File: config.mk
export PLATFORM = sky130hd
export DESIGN_NAME = pack_fifo
export DESIGN_NICKNAME = d
export VERILOG_FILES = /design/src/rtl/pack_fifo.sv
export SDC_FILE = /design/constraint.sdc
export NUM_CORES = 1
export LEC_CHECK = 0
export ABC_AREA = 1
export BUFFER_PORTS_ARGS = -buffer_cell sky130_fd_sc_hd__clkbuf_2
export CAP_MARGIN = 20
export CORE_MARGIN = 10
export CORE_UTILIZATION = 50
export DETAILED_ROUTE_END_ITERATION = 10
export PLACE_DENSITY = 0.72
export SYNTH_ARGS = -nofsm -noshare
export SYNTH_HDL_FRONTEND = slang
export SYNTH_SLANG_ARGS = --single-unit
File: constraint.sdc
create_clock -name clk -period 3.65 [get_ports clk]
set_clock_uncertainty 0.15 [all_clocks]
set_input_delay 0.5475 -clock clk [delete_from_list [all_inputs] [get_ports clk]]
set_output_delay 0.5475 -clock clk [all_outputs]
set_load 0.005 [all_outputs]
File: src/rtl/pack_fifo.sv
// pack_fifo: byte-in, word-out gathering FIFO. Elements go into a circular
// array and leave as one packed little-endian word of four elements. A flush
// zero-pads a trailing partial word so the tail of a stream can be drained.
module pack_fifo #(
  parameter int unsigned DWIDTH = 8,
  parameter int unsigned AWIDTH = 4
) (
  input  logic                  clk,
  input  logic                  resetn,
  input  logic                  wr,
  input  logic [DWIDTH-1:0]     w_data,
  input  logic                  flush,
  input  logic                  rd,
  output logic                  full,
  output logic                  empty,
  output logic [AWIDTH:0]       count,
  output logic [4*DWIDTH-1:0]   r_data,
  output logic                  r_valid
);

  localparam int unsigned DEPTH = 2 ** AWIDTH;
  localparam int unsigned CW    = AWIDTH + 1;
  localparam int unsigned WW    = 4 * DWIDTH;

  logic [DWIDTH-1:0] array_reg [DEPTH];
  logic [AWIDTH-1:0] w_ptr;
  logic [AWIDTH-1:0] r_ptr;
  logic [CW-1:0]     count_reg;
  logic [WW-1:0]     r_data_reg;
  logic              r_valid_reg;

  logic              w_en;
  logic              f_en;
  logic              r_en;
  logic [CW-1:0]     pad;
  logic [AWIDTH-1:0] w_ptr_next;
  logic [CW-1:0]     count_next;
  logic [WW-1:0]     rd_word;

  // Flags derive directly from the registered element count
  assign full    = (count_reg == CW'(DEPTH));
  assign empty   = (count_reg < CW'(4));
  assign count   = count_reg;
  assign r_data  = r_data_reg;
  assign r_valid = r_valid_reg;

  // Accept decisions, pad size, next write pointer and next count
  always_comb begin
    w_en       = wr & ~full;
    f_en       = flush & ~wr & (w_ptr[1:0] != 2'd0);
    r_en       = rd & ~empty;
    pad        = CW'(4) - CW'(w_ptr[1:0]);
    w_ptr_next = w_ptr;
    if (w_en) begin
      w_ptr_next = w_ptr + AWIDTH'(1);
    end else if (f_en) begin
      w_ptr_next = (w_ptr | AWIDTH'(3)) + AWIDTH'(1);
    end
    count_next = count_reg
               + (w_en ? CW'(1) : CW'(0))
               + (f_en ? pad    : CW'(0))
               - (r_en ? CW'(4) : CW'(0));
  end

  // Gather the four elements starting at the read pointer into one word
  always_comb begin
    rd_word = '0;
    for (int unsigned k = 0; k < 4; k++) begin
      rd_word[k*DWIDTH +: DWIDTH] = array_reg[r_ptr + AWIDTH'(k)];
    end
  end

  // Storage: single write, or zero-fill of the rest of the current word on flush
  always_ff @(posedge clk) begin
    if (resetn) begin
      for (int unsigned i = 0; i < DEPTH; i++) begin
        if (w_en && (AWIDTH'(i) == w_ptr)) begin
          array_reg[i] <= w_data;
        end else if (f_en && (AWIDTH'(i) >= w_ptr) && (AWIDTH'(i) <= (w_ptr | AWIDTH'(3)))) begin
          array_reg[i] <= '0;
        end
      end
    end
  end

  // Pointers, count and the registered read port
  always_ff @(posedge clk) begin
    if (!resetn) begin
      w_ptr       <= '0;
      r_ptr       <= '0;
      count_reg   <= '0;
      r_data_reg  <= '0;
      r_valid_reg <= 1'b0;
    end else begin
      w_ptr       <= w_ptr_next;
      count_reg   <= count_next;
      r_valid_reg <= r_en;
      if (r_en) begin
        r_ptr      <= r_ptr + AWIDTH'(4);
        r_data_reg <= rd_word;
      end
    end
  end

endmodule

==> run summary, run 1 <==
Port-buffer cells: 52
Max-slew violation count: 0
Vias in the first global route: 5,233
Die Wd: 143 um
Hold Violations, Final: 0
Setup bufs post-CTS: 0
Clock power frac: 0.343
Sw Pwr: 1.57 mW
Worst-Margin Slew: 1.00 ns
RSZ-0062 raised after global routing: no
Fmax achieved: 374 MHz
Cell area after layout: 8490 um2
#FFs+latches synth: 172
Post-CTS Hold Buffers: 0
CTS root buf: clkbuf_16
Clock Sinks: 172
Non-Filler Instances: 1,004
Crit end category: register
Mapped cell area: 7550 um2
Final period util: 0.733
CTS tree: yes
Library cells used by synthesis: 34
Total number of vias: 5,461
Placed Area: 7880 um2
Drt total wl: 17,100 um
Core area: 14,600 um2
RePlAce Congestion: 0.857
Total power: 5.32 mW
CTS H-tree depth: 4
Seq/Total Area, Yosys: 0.615
Final core occ: 0.580
Yosys warns: 0
Clock transition at path regs: 0.06 ns
Required time of the critical path: 3.87 ns
CP arrival: 2.89 ns
Setup ws final: 0.975 ns
Clock Path Buffers: 2
TritonCTS Buffers: 17
R2r setup slk: 0.97 ns
Final min period: 2.68 ns
Global-route wire length before repair: 27,400 um
Worst hold slack: 0.239 ns
Avg WL per Cell: 17.0 um
P per Cell Area: 627 nW/um2
Internal power: 3.75 mW
Drt initial violations: 505
Post-CTS Resized: 0
Max reg flops: 128
Max_slew headroom: 0.331
Final setup violation count: 0
Routed Antenna Nets: 0
Total GRT Usage: 0.173
Post-Place Worst Slack: 1.00 ns
Fill cell count: 1,228
Final TNS setup: 0 ns
Max Cap Violations: 0
Via density: 5.44
Syn nets: 819
Switching share of power: 0.295
Layout cells sized above 1: 0.143
Die height: 143 um
Setup CP Type: register to register
Crit-path max FO: 12
Inst Count DP: 972
Ant. Diodes: 0
Synthesized area per cell: 9.59 um2
Most common cell after layout, fill and taps aside: nor2_1
Most frequent cells in the layout: nor2_1, edfxtp_1, o21ai_0
Fin nets: 838
DRC Markers: 0
VDD IR max: 0.379 mV
Cells after Synth: 788
Leak pwr: 3.41 nW
Hold path depth: 1
Top Ports: 53
Syn-to-layout area delta: 12.4%
Outcome: complete, no violations
Comb power frac: 0.207
Worst r2r path cells: 13
Seq pwr share: 0.450
Startpoint types: register
Die area: 20,400 um2
Hold/Removal Path Class: input port to register
Starting density of the core: 0.516
Worst-Skew Late Latency: 0.43 ns
Post-DP HPWL: 11,300 um
FP Rows: 44
Global route overflow: 0
Pin count of the biggest net entering global routing: 66
DR pass1 iterations: 5
Initial antenna violation count: 0
power by group through the flow:
| stage | Sequential [mW] | Clock (mW) | Combinational (mW) |
|---|---|---|---|
| floorplan | 2.41 | 0 | 0.760 |
| global placement | 2.43 | 0 | 1.08 |
| detailed placement | 2.44 | 0 | 1.11 |
| CTS | 2.40 | 1.83 | 1.11 |
| global route | 2.42 | 1.90 | 1.27 |
| finish | 2.39 | 1.83 | 1.10 |
critical path, cell delays in order (launching register included):
cell,delay [ns]
dfxtp_1,0.60
inv_1,0.15
ha_1,0.24
inv_1,0.06
nand2_2,0.12
inv_1,0.11
nand2_1,0.07
fa_1,0.39
ha_1,0.23
o21bai_1,0.18
a21oi_1,0.10
nand2_1,0.06
nand2_1,0.04
nor2_1,0.08
path summary, 6_finish.rpt:
| check | from | endpoint |
|---|---|---|
| worst max-delay path | w_ptr[1]$_SDFFE_PN0P_ | count[4]$_SDFF_PN0_ |
| worst min register to register | array_reg[8][0]$_SDFFE_PP0P_ | array_reg[8][0]$_SDFFE_PP0P_ |
| worst max register to register | w_ptr[1]$_SDFFE_PN0P_ | count[4]$_SDFF_PN0_ |
| worst min-delay path | w_data[6] | array_reg[0][6]$_SDFFCE_PP0P_ |
final cells by class:
class,count,area [um2],share of cell area
Sequential cell,172,4650,0.547
Timing Repair Buffer,68,380,0.0448
Multi-Input combinational cell,488,2400,0.282
Inverter,60,225,0.0265
Clock inverter,8,77.6,0.00914
Tap cell,184,230,0.0271
Clock buffer,24,534,0.0629
cells in the mapped netlist:
cell | instances | share of area
o21ai_0 | 108 | 0.072
fa_1 | 1 | 0.0027
o21bai_1 | 1 | 0.00099
or2_1 | 2 | 0.0017
nand2_2 | 5 | 0.0041
a21oi_1 | 11 | 0.0073
nor2_8 | 1 | 0.0027
nor2_1 | 222 | 0.11
nor2_2 | 1 | 0.00083
nor3_1 | 4 | 0.0027
clkbuf_1 | 49 | 0.024
nand2_4 | 1 | 0.0015
a21oi_4 | 2 | 0.0043
and3_1 | 1 | 0.00083
ha_1 | 17 | 0.028
clkinv_1 | 1 | 0.00050
nor3_4 | 1 | 0.0022
clkbuf_2 | 1 | 0.00066
dfxtp_1 | 52 | 0.14
buf_2 | 13 | 0.0086
o31ai_1 | 4 | 0.0040
inv_2 | 4 | 0.0020
buf_6 | 2 | 0.0030
nand3b_4 | 1 | 0.0027
edfxtp_1 | 120 | 0.48
buf_1 | 3 | 0.0015
o21ai_1 | 6 | 0.0040
nand4_1 | 3 | 0.0025
nand3_2 | 1 | 0.0013
nor2_4 | 1 | 0.0015
nand2_1 | 48 | 0.024
inv_1 | 55 | 0.027
nand3_1 | 14 | 0.0093
a31oi_1 | 32 | 0.027
kinds of logic (layout without fill, tap and decap cells):
group           after synthesis  in the layout  synth area share
compound gates              164            164             0.119
fa+ha+maj                    18             18            0.0308
buf+inv                     128            160            0.0679
flops                       172            172             0.615
simple gates                306            306             0.168
metal layers:
metal	vias up	GRT usage	wire length [um]
li1	2661	-	-
met1	2585	0.229	7720
met2	190	0.265	7730
met3	25	0.0448	1340
met5	-	0	0
met4	0	0.0706	289
Power figures use the tool's default switching activity.
==> run 2: changes to the inputs <==
Clock period 3.65 ns to 2.5 ns, I/O delays scaled along.
==> run 2 against run 1 <==
  * Sequential power grew 44%
  * Maximum frequency rose by 20%
  * Wire length increased by 1.1%
  * Hold slack lost 0.18 ns
  * Cell area rose by 1.4%
  * Sequential share of layout area shrank 0.78 points
==> run summary, run 2 (synthesis results as in run 1) <==
DR pass1 iterations: 5 (unchanged)
Top delay family on crit path: adder cells
CTS tree: yes
Max_slew headroom: 0.658 (+0.327)
RSZ-0062 raised after global routing: no
Post-Place Worst Slack: 0.174 ns (-0.828 ns)
RePlAce Congestion: 0.893 (+4.1%)
Fill cell count: 1,191 (-3.0%)
Startpoint types: register
GR peak layer: met2
Most frequent cells in the layout: nor2_1, edfxtp_1, o21ai_0
Worst hold slack: 0.0582 ns (-0.181 ns)
Met3 Resource Use GR: 0.0511 (+0.00630)
Port-buffer cells: 52 (unchanged)
Internal power: 5.64 mW (+50%)
Comb power frac: 0.219 (+0.012)
Fmax achieved: 449 MHz (+20%)
TritonCTS Buffers: 17 (unchanged)
Die height: 143 um (unchanged)
Outcome: complete, no violations
Crit end category: register
Die area: 20,400 um2 (unchanged)
Core area: 14,600 um2 (unchanged)
Final setup violation count: 0 (unchanged)
Vias in the first global route: 5,368 (+2.6%)
Setup CP Type: register to register
Fin nets: 850 (+1.4%)
Final TNS setup: 0 ns (unchanged)
Layout cells sized above 1: 0.151 (+0.00876)
Worst-path cell chain: inv_1 > ha_1 > inv_1 > nand2_2 > inv_1 > nand2_1 > fa_1 > ha_1 > o21bai_1 > a21oi_1 > nand2_1 > nand2_1 > nor2_1
Global route overflow: 0 (unchanged)
Seq pwr share: 0.436 (-0.014)
Sw Pwr: 2.28 mW (+45%)
Total GRT Usage: 0.172 (-0.000651)
CP arrival: 2.45 ns (-0.44 ns)
GRT met1 Usage: 0.222 (-0.00658)
P per Cell Area: 920 nW/um2 (+47%)
CTS H-tree depth: 4 (unchanged)
Initial antenna violation count: 0 (unchanged)
Setup bufs post-CTS: 0 (unchanged)
DRC Markers: 0 (unchanged)
Worst-Skew Late Latency: 0.44 ns (about the same)
Final min period: 2.23 ns (-0.447 ns)
Max incr delay on CP: 0.38 ns (-0.22 ns)
Crit path buf inv count: 3 (unchanged)
Total number of vias: 5,568 (+2.0%)
Drt total wl: 17,300 um (+1.1%)
Required time of the critical path: 2.73 ns (-1.14 ns)
Post-DP HPWL: 11,000 um (-2.5%)
Avg WL per Cell: 17.0 um (about the same)
Most common cell after layout, fill and taps aside: nor2_1
Switching share of power: 0.288 (-0.00711)
Starting density of the core: 0.516 (unchanged)
CTS root buf: clkbuf_16
Top Ports: 53 (unchanged)
Routed Antenna Nets: 0 (unchanged)
Clock Sinks: 172 (unchanged)
Drt initial violations: 434 (-14%)
Clock Path Buffers: 2 (unchanged)
Ant. Diodes: 0 (unchanged)
Post-CTS Resized: 0 (unchanged)
Grt met2 use: 0.273 (+0.00808)
Via density: 5.48 (+0.76%)
Die Wd: 143 um (unchanged)
Syn-to-layout area delta: 14.0%
Critical path's slowest cell: fa_1
Setup ws final: 0.272 ns (-0.703 ns)
Pin count of the biggest net entering global routing: 66 (unchanged)
Max-slew violation count: 0 (unchanged)
Final core occ: 0.588 (+0.00837)
Max reg flops: 128 (unchanged)
VDD IR max: 0.597 mV (+57%)
Final period util: 0.891 (+0.158)
Hold Violations, Final: 0 (unchanged)
Max Cap Violations: 0 (unchanged)
Hold/Removal Path Class: input port to register
Global-route wire length before repair: 27,700 um (+1.1%)
Leak pwr: 3.47 nW (+2.0%)
Worst-Margin Slew: 0.508 ns (-0.494 ns)
Clock transition at path regs: 0.06 ns (about the same)
Crit-path max FO: 6 (-6)
Post-CTS Hold Buffers: 0 (unchanged)
Clock power frac: 0.345 (+0.002)
FP Rows: 44 (unchanged)
==> run 2: metrics by stage <==
step                cell area, um2  instances  power (mW)
floorplan                     7560        788        4.62
global placement              8000        983        5.21
detailed placement            8000        983        5.25
CTS                           8610       1015        7.95
global route                  8610       1016        8.32
finish                        8610       1016        7.92
==> run 2: worst register-to-register path, stage by stage (launching register included) <==
cell	delay [ns]
dfxtp_1	0.32
inv_1	0.07
ha_1	0.21
inv_1	0.07
nand2_2	0.12
inv_1	0.12
nand2_1	0.07
fa_1	0.38
ha_1	0.23
o21bai_1	0.14
a21oi_1	0.09
nand2_1	0.06
nand2_1	0.04
nor2_1	0.10
==> run 2: area by class of cell <==
cell class,instances,area (um2),area share
multi-input combinational,488,2400,0.279
tap,184,230,0.0267
inverter,60,225,0.0262
timing repair buffer,80,505,0.0587
clock buffer,23,458,0.0532
clock inverter,9,146,0.0170
sequential,172,4650,0.539
==> run 2: power groups by stage <==
stage          Sequential (mW)  Combinational (mW)  Clock [mW]
2_1_floorplan             3.51                1.11           0
3_3_place_gp              3.50                1.71           0
3_5_place_dp              3.51                1.74           0
4_1_cts                   3.46                1.75        2.74
5_1_grt                   3.49                1.97        2.86
6_report                  3.45                1.73        2.73
==> run 2: path summary, 6_finish.rpt <==
check | slack, ns | startpoint | cells after the start | end
min | 0.06 | w_data[6] | 1 | array_reg[0][6]$_SDFFCE_PP0P_
max reg2reg | 0.27 | w_ptr[1]$_SDFFE_PN0P_ | 13 | count[4]$_SDFF_PN0_
max | 0.27 | w_ptr[1]$_SDFFE_PN0P_ | 13 | count[4]$_SDFF_PN0_
min reg2reg | 0.31 | array_reg[8][7]$_SDFFE_PP0P_ | 2 | array_reg[8][7]$_SDFFE_PP0P_
==> run 2: routing by layer <==
layer / vias to the layer above / share of wire / wire length [um]
li1: 2692 / - / -
met1: 2649 / 0.44 / 7640
met2: 201 / 0.46 / 8040
met3: 26 / 0.078 / 1360
met4: 0 / 0.015 / 254
met5: - / 0 / 0
==> run 3: changes to the inputs <==
Settings changed: ABC_AREA 1 to unset.
==> run 3 against run 2 <==
  * Sequential share of layout area is 0.63 points lower
  * Worst setup slack worse by 0.15 ns
  * Cell area is 1.2% higher
  * Clock-buffer cell count is 3 lower
  * Clock power is 3% higher
  * Critical path depth is 8 lower
  * Final cell count is 24% lower
  * Wire length is 8.6% lower
  * First-iteration DRC count is 10% lower
==> run summary, run 3 <==
Outcome: complete, no violations
Yosys warns: 0 (unchanged)
Drt initial violations: 389 (-10%)
Top Ports: 53 (unchanged)
Register Area: 4650 um2 (about the same)
Seq/Total Area, Yosys: 0.623 (+0.00836)
Multi-input gate area: 2580 um2 (+7.5%)
DRC Markers: 0 (unchanged)
Total number of vias: 4,399 (-21%)
CTS H-tree depth: 4 (unchanged)
Max reg flops: 128 (unchanged)
Required time of the critical path: 2.45 ns (-0.28 ns)
Cells after Synth: 519 (-34%)
Global route overflow: 0 (unchanged)
Non-Filler Instances: 774 (-24%)
EDFF count, synth: 120 (unchanged)
Final period util: 0.953 (+0.0616)
Final setup violation count: 0 (unchanged)
Cell area after layout: 8720 um2 (+1.2%)
Post-synth top flop: edfxtp_1
Port-buffer cells: 52 (unchanged)
Initial antenna violation count: 0 (unchanged)
Crit end category: register
Syn nets: 550 (-33%)
Post-synth top area share: 0.484 (+0.00649)
Max Cap Violations: 0 (unchanged)
Clock Path Buffers: 2 (unchanged)
Worst r2r src: w_ptr[0]$_SDFFE_PN0P_
#FFs+latches synth: 172 (unchanged)
Leak pwr: 3.22 nW (-7.4%)
Hold Startpoint: wr
Routed Antenna Nets: 0 (unchanged)
Starting density of the core: 0.511 (-0.00500)
Drt total wl: 15,800 um (-8.6%)
Crit path from: w_ptr[0]$_SDFFE_PN0P_
Most common cell after layout, fill and taps aside: edfxtp_1
RePlAce Congestion: 0.885 (-0.80%)
FP Rows: 44 (unchanged)
Crit-path max FO: 8 (+2)
Clock Sinks: 172 (unchanged)
Inst Count DP: 742 (-25%)
Worst-Skew Late Latency: 0.43 ns (about the same)
Setup ws final: 0.118 ns (-0.154 ns)
R2r setup slk: 0.12 ns (-0.15 ns)
Total GRT Usage: 0.162 (-0.0104)
Library cells used by synthesis: 46 (+35%)
Syn-to-layout area delta: 17.0%
Worst-Margin Slew: 0.496 ns (-0.0121 ns)
Pin count of the biggest net entering global routing: 34 (-48%)
P per Cell Area: 905 nW/um2 (-1.6%)
DR pass1 iterations: 5 (unchanged)
Final core occ: 0.598 (+0.00951)
Hold/Removal Path Class: input port to register
CP arrival: 2.33 ns (-0.12 ns)
Most frequent cell after synthesis: edfxtp_1
Core area: 14,600 um2 (-0.38%)
Placed Area: 8070 um2 (+0.81%)
Mapped cell area: 7450 um2 (-1.3%)
Post-DP HPWL: 10,300 um (-6.4%)
Leading area contributor after synthesis: edfxtp_1
VDD IR max: 0.608 mV (+1.8%)
Ys async rst share: 0 (unchanged)
Avg WL per Cell: 20.4 um (+20%)
Fin nets: 608 (-28%)
Global-route wire length before repair: 24,900 um (-10%)
Die height: 142 um (-0.58%)
Max_slew headroom: 0.669 (+0.0110)
Clock transition at path regs: 0.07 ns (about the same)
Via density: 5.68 (+3.7%)
CTS root buf: clkbuf_16
Synthesized area per cell: 14.4 um2 (+50%)
Post-Place Worst Slack: 0.0134 ns (-0.161 ns)
Commonest cells post-synth: edfxtp_1, and2_1, dfxtp_1, clkbuf_1
Vias in the first global route: 4,602 (-14%)
TritonCTS Buffers: 17 (unchanged)
Worst hold slack: 0.219 ns (+0.160 ns)
Max-slew violation count: 0 (unchanged)
Top post-synthesis cells by area: edfxtp_1, dfxtp_1, mux4_2, and2_1, a22o_1
Hold Violations, Final: 0 (unchanged)
Fmax achieved: 420 MHz (-6.5%)
Fill cell count: 1,105 (-7.2%)
Startpoint types: register
Setup CP Type: register to register
CTS tree: yes
Final min period: 2.38 ns (+0.154 ns)
Layout cells sized above 1: 0.322 (+0.171)
Die Wd: 142 um (-0.58%)
Most frequent cells in the layout: edfxtp_1, and2_1, clkbuf_2
Ant. Diodes: 0 (unchanged)
Die area: 20,200 um2 (-1.2%)
## run 3: cell types whose count changed after synthesis, moves of 8 or more
cell / delta
a22o_1: +32
a31oi_1: -31
and2_1: +66
and2_4: +8
clkbuf_1: -8
inv_1: -41
mux2_2: +8
mux4_2: +32
nand2_1: -34
nor2_1: -208
nor2b_1: +27
o21ai_0: -103
## run 3: report_power, final
part | total [mW] | internal [mW] | switching (mW)
sequential | 3.40 | 3.28 | 0.121
combinational | 1.67 | 0.848 | 0.821
clock | 2.82 | 1.70 | 1.12
total | 7.89 | 5.83 | 2.06
## run 3: cell families (layout without fill, tap and decap cells)
logic type,after synthesis,after routing,synth area share
DFF,172,172,0.623
and+or+nand+nor,163,163,0.133
buffers and inverters,67,138,0.0374
AOI/OAI and AO/OA,55,55,0.0615
muxes,41,41,0.110
adders and majority gates,18,18,0.0312
xor gates and xnor gates,3,3,0.00353
## run 3: final timing paths
check                                                     end  depth (start not counted)
worst max-delay path            array_reg[7][5]$_SDFFCE_PP0P_                          5
worst min-delay path                    w_ptr[2]$_SDFFE_PN0P_                          3
worst max register to register  array_reg[7][5]$_SDFFCE_PP0P_                          5
worst min register to register        r_data[21]$_SDFFE_PN0P_                          1
## run 3: per-stage QoR
step / power [mW] / TNS, ns
after floorplan: 4.55 / 0
after global placement: 5.04 / 0
after detailed placement: 5.11 / 0
after CTS: 7.90 / 0
after global routing: 8.24 / -0.0000455
final: 7.89 / 0
## run 3: cell type report
cell class / instances / area share
Clock buffer: 20 / 0.0550
Sequential cell: 172 / 0.533
Timing Repair Buffer: 92 / 0.0657
Tap cell: 184 / 0.0264
Inverter: 14 / 0.00603
Clock inverter: 12 / 0.0177
Multi-Input combinational cell: 280 / 0.296
## run 3: layer usage
metal,track usage,vias to the layer above,share of wire,wire length (um)
met2,0.264,140,0.50,7870
met1,0.198,2222,0.41,6540
met3,0.0504,34,0.065,1020
li1,-,2003,-,-
met4,0.0586,0,0.022,354
met5,0,-,0,0
## run 3: timing repair
item                                    in CTS  in global routing
setup buffers                                0                  0
gates resized for setup                      0                  5
endpoints found under the setup margin       0                 17
hold buffers                                 0                  0
## run 3: worst max-delay path, cell delays in order (launching register included)
cell	delay [ns]
dfxtp_1	0.34
inv_1	0.07
ha_1	0.24
or3b_1	0.51
or4_4	0.46
nand2_1	0.29
